--- src/rtl/cluster_vector_loader.sv ---
// cluster_vector_loader
//   Upstream feed stage for the cluster_1 output-bit circuits. Collects the
//   cluster input vector as a stream of WORD_W-bit words, holds it stable on
//   vec_o while the cluster settles, then samples the cluster result bits and
//   offers them downstream.
//
// Parameters
//   VEC_W   assembled vector width
//   WORD_W  load word width
//   OUT_W   result width
//   SETTLE  cycles from vec_valid rising to result sampling (1..15)
//
// Ports
//   clk, rst            clock (rising edge), asynchronous active-high reset
//   in_valid/in_ready   load word handshake, in_data word k -> vec_o[k*WORD_W +: WORD_W]
//   flush               synchronous abort to IDLE (vec_o contents kept)
//   vec_o, vec_valid    assembled vector and its "complete and stable" flag
//   res_i               combinational result bits from the cluster
//   res_o, res_valid,
//   res_ready           registered result and its downstream handshake
//   word_cnt            index of next expected word
//
// Optional build macro WORD_PARITY_EN adds:
//   in_par   even parity bit over in_data
//   par_err  sticky parity error, cleared by rst or flush
module cluster_vector_loader #(
    parameter int unsigned VEC_W  = 1894,
    parameter int unsigned WORD_W = 32,
    parameter int unsigned OUT_W  = 8,
    parameter int unsigned SETTLE = 2
) (
    input  logic              clk,
    input  logic              rst,
    input  logic              in_valid,
    output logic              in_ready,
    input  logic [WORD_W-1:0] in_data,
    input  logic              flush,
    output logic [VEC_W-1:0]  vec_o,
    output logic              vec_valid,
    input  logic [OUT_W-1:0]  res_i,
    output logic              res_valid,
    input  logic              res_ready,
    output logic [OUT_W-1:0]  res_o,
    output logic [5:0]        word_cnt
`ifdef WORD_PARITY_EN
    ,
    input  logic              in_par,
    output logic              par_err
`endif
);

    localparam int unsigned NWORDS = (VEC_W + WORD_W - 1) / WORD_W;
    localparam int unsigned SH_W   = $clog2(NWORDS * WORD_W);

    typedef enum logic [1:0] {
        S_IDLE,
        S_LOAD,
        S_SETTLE,
        S_RESULT
    } state_t;

    state_t            r_state;
    state_t            w_state_next;
    logic [3:0]        r_settle;
    logic              w_accept;
    logic              w_last;
    logic [SH_W-1:0]   w_shamt;
    logic [VEC_W-1:0]  w_word_data;
    logic [VEC_W-1:0]  w_word_mask;

    assign w_last = (word_cnt == 6'(NWORDS - 1));

    // Word placement by shifting into a VEC_W-wide lane: bits of the final
    // word beyond VEC_W fall off the top, so only its low bits are stored.
    assign w_shamt     = SH_W'(word_cnt) * SH_W'(WORD_W);
    assign w_word_data = VEC_W'(in_data) << w_shamt;
    assign w_word_mask = VEC_W'({WORD_W{1'b1}}) << w_shamt;

    assign w_accept = in_valid & in_ready & ~flush;

    always_ff @(posedge clk or posedge rst) begin
        if (rst) begin
            r_state <= S_IDLE;
        end else begin
            r_state <= w_state_next;
        end
    end

    always_comb begin
        w_state_next = r_state;
        in_ready     = 1'b0;
        vec_valid    = 1'b0;
        res_valid    = 1'b0;
        case (r_state)
            S_IDLE: begin
                in_ready = ~rst;
                if (in_valid) begin
                    w_state_next = S_LOAD;
                end
            end
            S_LOAD: begin
                in_ready = ~rst;
                if (in_valid && w_last) begin
                    w_state_next = S_SETTLE;
                end
            end
            S_SETTLE: begin
                vec_valid = 1'b1;
                if (r_settle == 4'd0) begin
                    w_state_next = S_RESULT;
                end
            end
            S_RESULT: begin
                vec_valid = 1'b1;
                res_valid = 1'b1;
                if (res_ready) begin
                    w_state_next = S_IDLE;
                end
            end
            default: w_state_next = S_IDLE;
        endcase
        // flush overrides any accept or handshake in the same cycle
        if (flush) begin
            w_state_next = S_IDLE;
        end
    end

    always_ff @(posedge clk or posedge rst) begin
        if (rst) begin
            vec_o    <= '0;
            word_cnt <= '0;
            r_settle <= '0;
            res_o    <= '0;
        end else begin
            if (flush) begin
                word_cnt <= '0;
            end else if (w_accept) begin
                vec_o    <= (vec_o & ~w_word_mask) | (w_word_data & w_word_mask);
                word_cnt <= w_last ? 6'd0 : word_cnt + 6'd1;
            end

            if (w_accept && w_last) begin
                r_settle <= 4'(SETTLE - 1);
            end else if (r_state == S_SETTLE && r_settle != 4'd0) begin
                r_settle <= r_settle - 4'd1;
            end

            if (r_state == S_SETTLE && r_settle == 4'd0 && !flush) begin
                res_o <= res_i;
            end
        end
    end

`ifdef WORD_PARITY_EN
    always_ff @(posedge clk or posedge rst) begin
        if (rst) begin
            par_err <= 1'b0;
        end else if (flush) begin
            par_err <= 1'b0;
        end else if (w_accept && ((^in_data) != in_par)) begin
            par_err <= 1'b1;
        end
    end
`endif

endmodule
--- config.mk ---
export PLATFORM = sky130hd
export DESIGN_NAME = cluster_vector_loader
export DESIGN_NICKNAME = d
export VERILOG_FILES = /design/src/rtl/cluster_vector_loader.sv
export SDC_FILE = /design/constraint.sdc
export NUM_CORES = 2
export LEC_CHECK = 0
export BUFFER_PORTS_ARGS = -buffer_cell sky130_fd_sc_hd__buf_2
export CORE_AREA = 2 2 769 771
export DETAILED_ROUTE_END_ITERATION = 12
export DIE_AREA = 0 0 771 773
export MAX_ROUTING_LAYER = met4
export PLACE_DENSITY = 0.34
export SETUP_SLACK_MARGIN = 0.3
export SLEW_MARGIN = 20
export SYNTH_ARGS = -nofsm -noshare
export SYNTH_HDL_FRONTEND = slang
export SYNTH_SLANG_ARGS = --single-unit
--- constraint.sdc ---
create_clock -name clk -period 176.3 [get_ports clk]
set_input_delay 8.815 -clock clk [delete_from_list [all_inputs] [get_ports clk]]
set_output_delay 8.815 -clock clk [all_outputs]
set_load 0.03 [all_outputs]
; ---- Yosys cells after proc, flatten, opt, wreduce, memory -nomap -nowiden
; Index checks and enable logic that the tools add are counted.
[totals]
register_bits = 1914
[op_classes]
muxes = 14
n_shift = 2
eq_ne = 8
addsub = 2
reduce_logical = 15
n_bitwise = 8
[op_table]
columns = cell, n
row1 = 1894-bit bitwise AND, 2
row2 = 1894-bit inverter, 1
row3 = 1894-bit OR, 1
row4 = 32-bit by 11-bit left shift with 1894-bit output, 1
row5 = 32-bit by 11-bit left shift with 1894-bit output (first input constant), 1
row6 = 6-bit 2-to-1 mux, 3
row7 = 3-bit != test (second input constant), 4
row8 = 2-bit 2-to-1 mux, 5
row9 = 4-bit 2-to-1 mux, 2
row10 = 2-bit case mux with 4 select lines, 1
row11 = 6-bit by 1-bit adder with 6-bit output (second input constant), 1
row12 = 6-bit == test (second input constant), 1
row13 = 1-bit logical AND, 5
row14 = 2-bit == test (second input constant), 2
row15 = 4-bit zero test, 1
row16 = 4-bit AND reduction, 1
row17 = 2-bit nonzero test, 2
row18 = 4-bit nonzero test, 1
row19 = 2-bit OR reduction, 2
row20 = 4-bit by 1-bit subtractor with 4-bit output (second input constant), 1
row21 = 1-bit 2-to-1 mux, 3
row22 = 1-bit bitwise AND, 2
row23 = 2-bit by 1-bit == test with 1-bit output (second input constant), 1
row24 = 2-bit zero test, 1
row25 = other kinds (3), 4

; ---- Logic depth before layout (Yosys ltp)
[logic_depth]
ltp_word = 7
depth_mapped = 9
ltp_nobuf = 6

; ---- Least setup slack after synthesis
; OpenSTA, ideal clock, no wires.
[synth_path]
kind = input to output
startpoint = input port rst
endpoint = output port in_ready
slack_ps = 158257
t_arrival_ps = 9228
path_stages = 1
path_cell_list = nor2_1
[synth_via]
elab_chain_len = 2
[synth_rtl]
columns = item, line_no
row1 = start: declaration, 33  ; input logic rst,
row2 = 1-bit inverter, "96, 102"
row3 = 1-bit 2-to-1 mux, --
row4 = end: declaration, 35  ; output logic in_ready,
; Every way passes these cells.

; ---- Worst setup path after layout
; Ends and elaborated chain as after synthesis.

==> flow_summary.toml <==
[outcome]
status = "finished clean"

[timing]
rsz0062_at_grt = "no"
min_period_over_period = 0.1030
holdWs_ns = 0.4810
timing.fmax_mhz = 55.05
drv_slew = 0
slew_headroom = 0.2185
fin_tns_setup_ns = 0
worst_pin_slew_ns = 1.172
post-route-min-period_ns = 18.17
clock_skew_ns = 0.08284
setup_viol = 0
report.final.hold_viol_count = 0

[logic_synthesis]
synth_seq_cells = 1914
postSynthCellCount = 4562
synth_edf_count = 0
syn-num-nets = 4618
synth_top_cell_area_share = 0.6518
yosys_warnings = 0
synth_compound_area_frac = 0.001192
async_flop_share = 1.000
mappedNetlistArea_mm2 = 0.07349
synth_mux_area_frac = 0.2916
ys.flop_type = "dfrtp_1"
synth_top_family_by_area = "multiplexers"
yosys.area_share.adder = 0.001873
syn_avg_cell_area_um2 = 16.11
yosysSeqAreaShare = 0.6518
synth_cell_type_count = 45
synth_xor_xnor_area_share = 0.0003576
synth_top_area_cell = "dfrtp_1"
synth-simple-area-share = 0.03186
synth.area.top_cells = "dfrtp_1 65%, mux2_2 28%, and2_1 1.3%"

[placement]
gp_congestion = 0.7797
io_buffers = 1955
dpl.hpwl_um = 327500

[global_routing]
grt_max_degree = 174
grt_pass1_vias = 51870
gr-total-overflow = 0
antenna_found_initial = 108
grtUsageTotal = 0.1454
grt_pass1_wl_um = 560000

[clock_tree]
clk_latency_ns = 0.96
cts_buffer_depth = 4
clk_pin_slew_ns = 0.05
numCtsBuffers = 244
cts_htree_levels = 4
clock-sinks = 1914
cts_tree = "built"
clock-root-buffer = "clkbuf_16"
post_cts_buffers = 0
ctsResizeCount = 0
postCtsHoldBufs = 0

[die]
io_pins = 1956
dieArea_mm2 = 0.5960
die_h_um = 773
initial_core_util = 0.1250
core_mm2 = 0.5878
rows = 282
die_w_um = 771

[routing]
drtAntennaViolNets = 0
viasPerCell = 3.383
vias = 49670
wl_per_cell_um = 29.79
drt_iter0_markers = 2421
drc = 0
firstDrtPassIters = 5
routed_wl_um = 437400

[critical_path]
slowest_stage = "buf_2"
cp.depth = 3
critPathCaptureType = "output port"
cp-endpoint = "in_ready"
reg2reg_from = "word_cnt[1]"
slowest_delay_ns = 0.24
r2r_slack_ns = 171.06
cp-start-kind = "input pin"
crit_chain = "buf_2 -> nor2_1 -> buf_2"
worst_path_most_repeated_cell = "buf_2"
required_ns = 167.49
reg2reg_depth = 7
critPathKind = "in2out"
worst_path_dominant_cell_family = "buffers and inverters"
cp.arrival_ns = 9.35
critPathLaunch = "rst"
worst-path-buf-inv = 2
worstPathMaxFanout = 4

[power]
leakage_nw = 54.99
p_per_area_mw_per_mm2 = 10.33
ir_drop_mv = 0.008235

[layout]
nNetsFinal = 6653
final_common_cell = "buf_2"
final_cell_mix = "1955 x buf_2, 1910 x dfrtp_1, 1844 x mux2_2, 247 x clkbuf_16, 169 x buf_4"
area_growth_pct = 38.50
utilization = 0.1731
drive_above_1_share = 0.6564
fill_cells = 64760

[flow_run]
cap_violations = 0

[min_path]
hold_path_class = "reg2reg"
through the flow:
step                std cells  area [um2]  power [mW]  setup slack (ns)
finish                  14680      101800       1.051            158.13
global route            14630      101700       1.095            158.09
CTS                     14600      101500       1.077            158.12
detailed placement      14160       93220      0.5405            158.13
global placement        14160       93180      0.5396            158.07
floorplan                4562       73490      0.4944            113.44
worst reg2reg max path, cell delays in order (launching register included):
cell	delay [ns]
dfrtp_4	0.66
buf_4	0.32
inv_2	0.39
buf_4	0.46
ha_1	0.65
nor2b_1	0.91
nand4_4	0.96
mux2_2	0.73
power breakdown:
group          total [mW]  leakage (nW)  switching (mW)  internal, mW
clock               0.522          4.07           0.214         0.308
sequential          0.450          26.7         0.00425         0.445
combinational      0.0793          24.3          0.0638        0.0155
total                1.05          55.0           0.282         0.769
layout make-up:
class	count	area (um2)	area share
Sequential cell	1914	47910	0.4707
Multi-Input combinational cell	2293	24340	0.2391
Timing Repair Buffer	2135	11230	0.1103
Tap cell	7810	9772	0.09601
Clock buffer	364	7211	0.07084
Clock inverter	80	1091	0.01072
Antenna cell	75	187.7	0.001844
Inverter	9	41.29	0.0004057
how the worst min path moves through the flow:
stage	endpoint	cells after the start
floorplan	r_settle[3]	2
global placement	register	1
detailed placement	register	1
CTS	register	1
global route	register	1
finish	register	1
logic make-up (layout without fill, tap and decap cells):
| kind of cell | after synthesis | after routing |
|---|---|---|
| AOI/OAI and AO/OA | 14 | 14 |
| xor gates and xnor gates | 3 | 3 |
| adders and majority gates | 11 | 11 |
| buffers and inverters | 355 | 2588 |
| DFF | 1914 | 1914 |
| muxes | 1903 | 1903 |
| other | 0 | 75 |
| and+or+nand+nor | 362 | 362 |
routing by layer:
metal | up-vias | global-route usage | part of all wire
li1 | 20340 | - | -
met1 | 26730 | 0.1694 | 0.40
met2 | 2162 | 0.2428 | 0.48
met3 | 443 | 0.04480 | 0.085
met4 | 0 | 0.03733 | 0.031
met5 | - | - | 0
synthesized netlist by cell type, types with 3 or more instances:
| master | number |
|---|---|
| and3_1 | 104 |
| clkbuf_1 | 184 |
| nor2b_1 | 10 |
| nand3_2 | 7 |
| mux2_2 | 1844 |
| o21ai_0 | 3 |
| buf_2 | 110 |
| clkbuf_2 | 3 |
| ha_1 | 11 |
| inv_1 | 9 |
| nand3_1 | 20 |
| nand2b_1 | 3 |
| buf_1 | 25 |
| nand4_1 | 14 |
| nand4_4 | 3 |
| and4_1 | 10 |
| nand2_1 | 14 |
| mux2_1 | 59 |
| a31oi_1 | 3 |
| nor4_2 | 3 |
| nor2_1 | 10 |
| and2_1 | 147 |
| buf_4 | 23 |
| or2_2 | 3 |
| dfrtp_1 | 1914 |
Power figures use the tool's default switching activity.
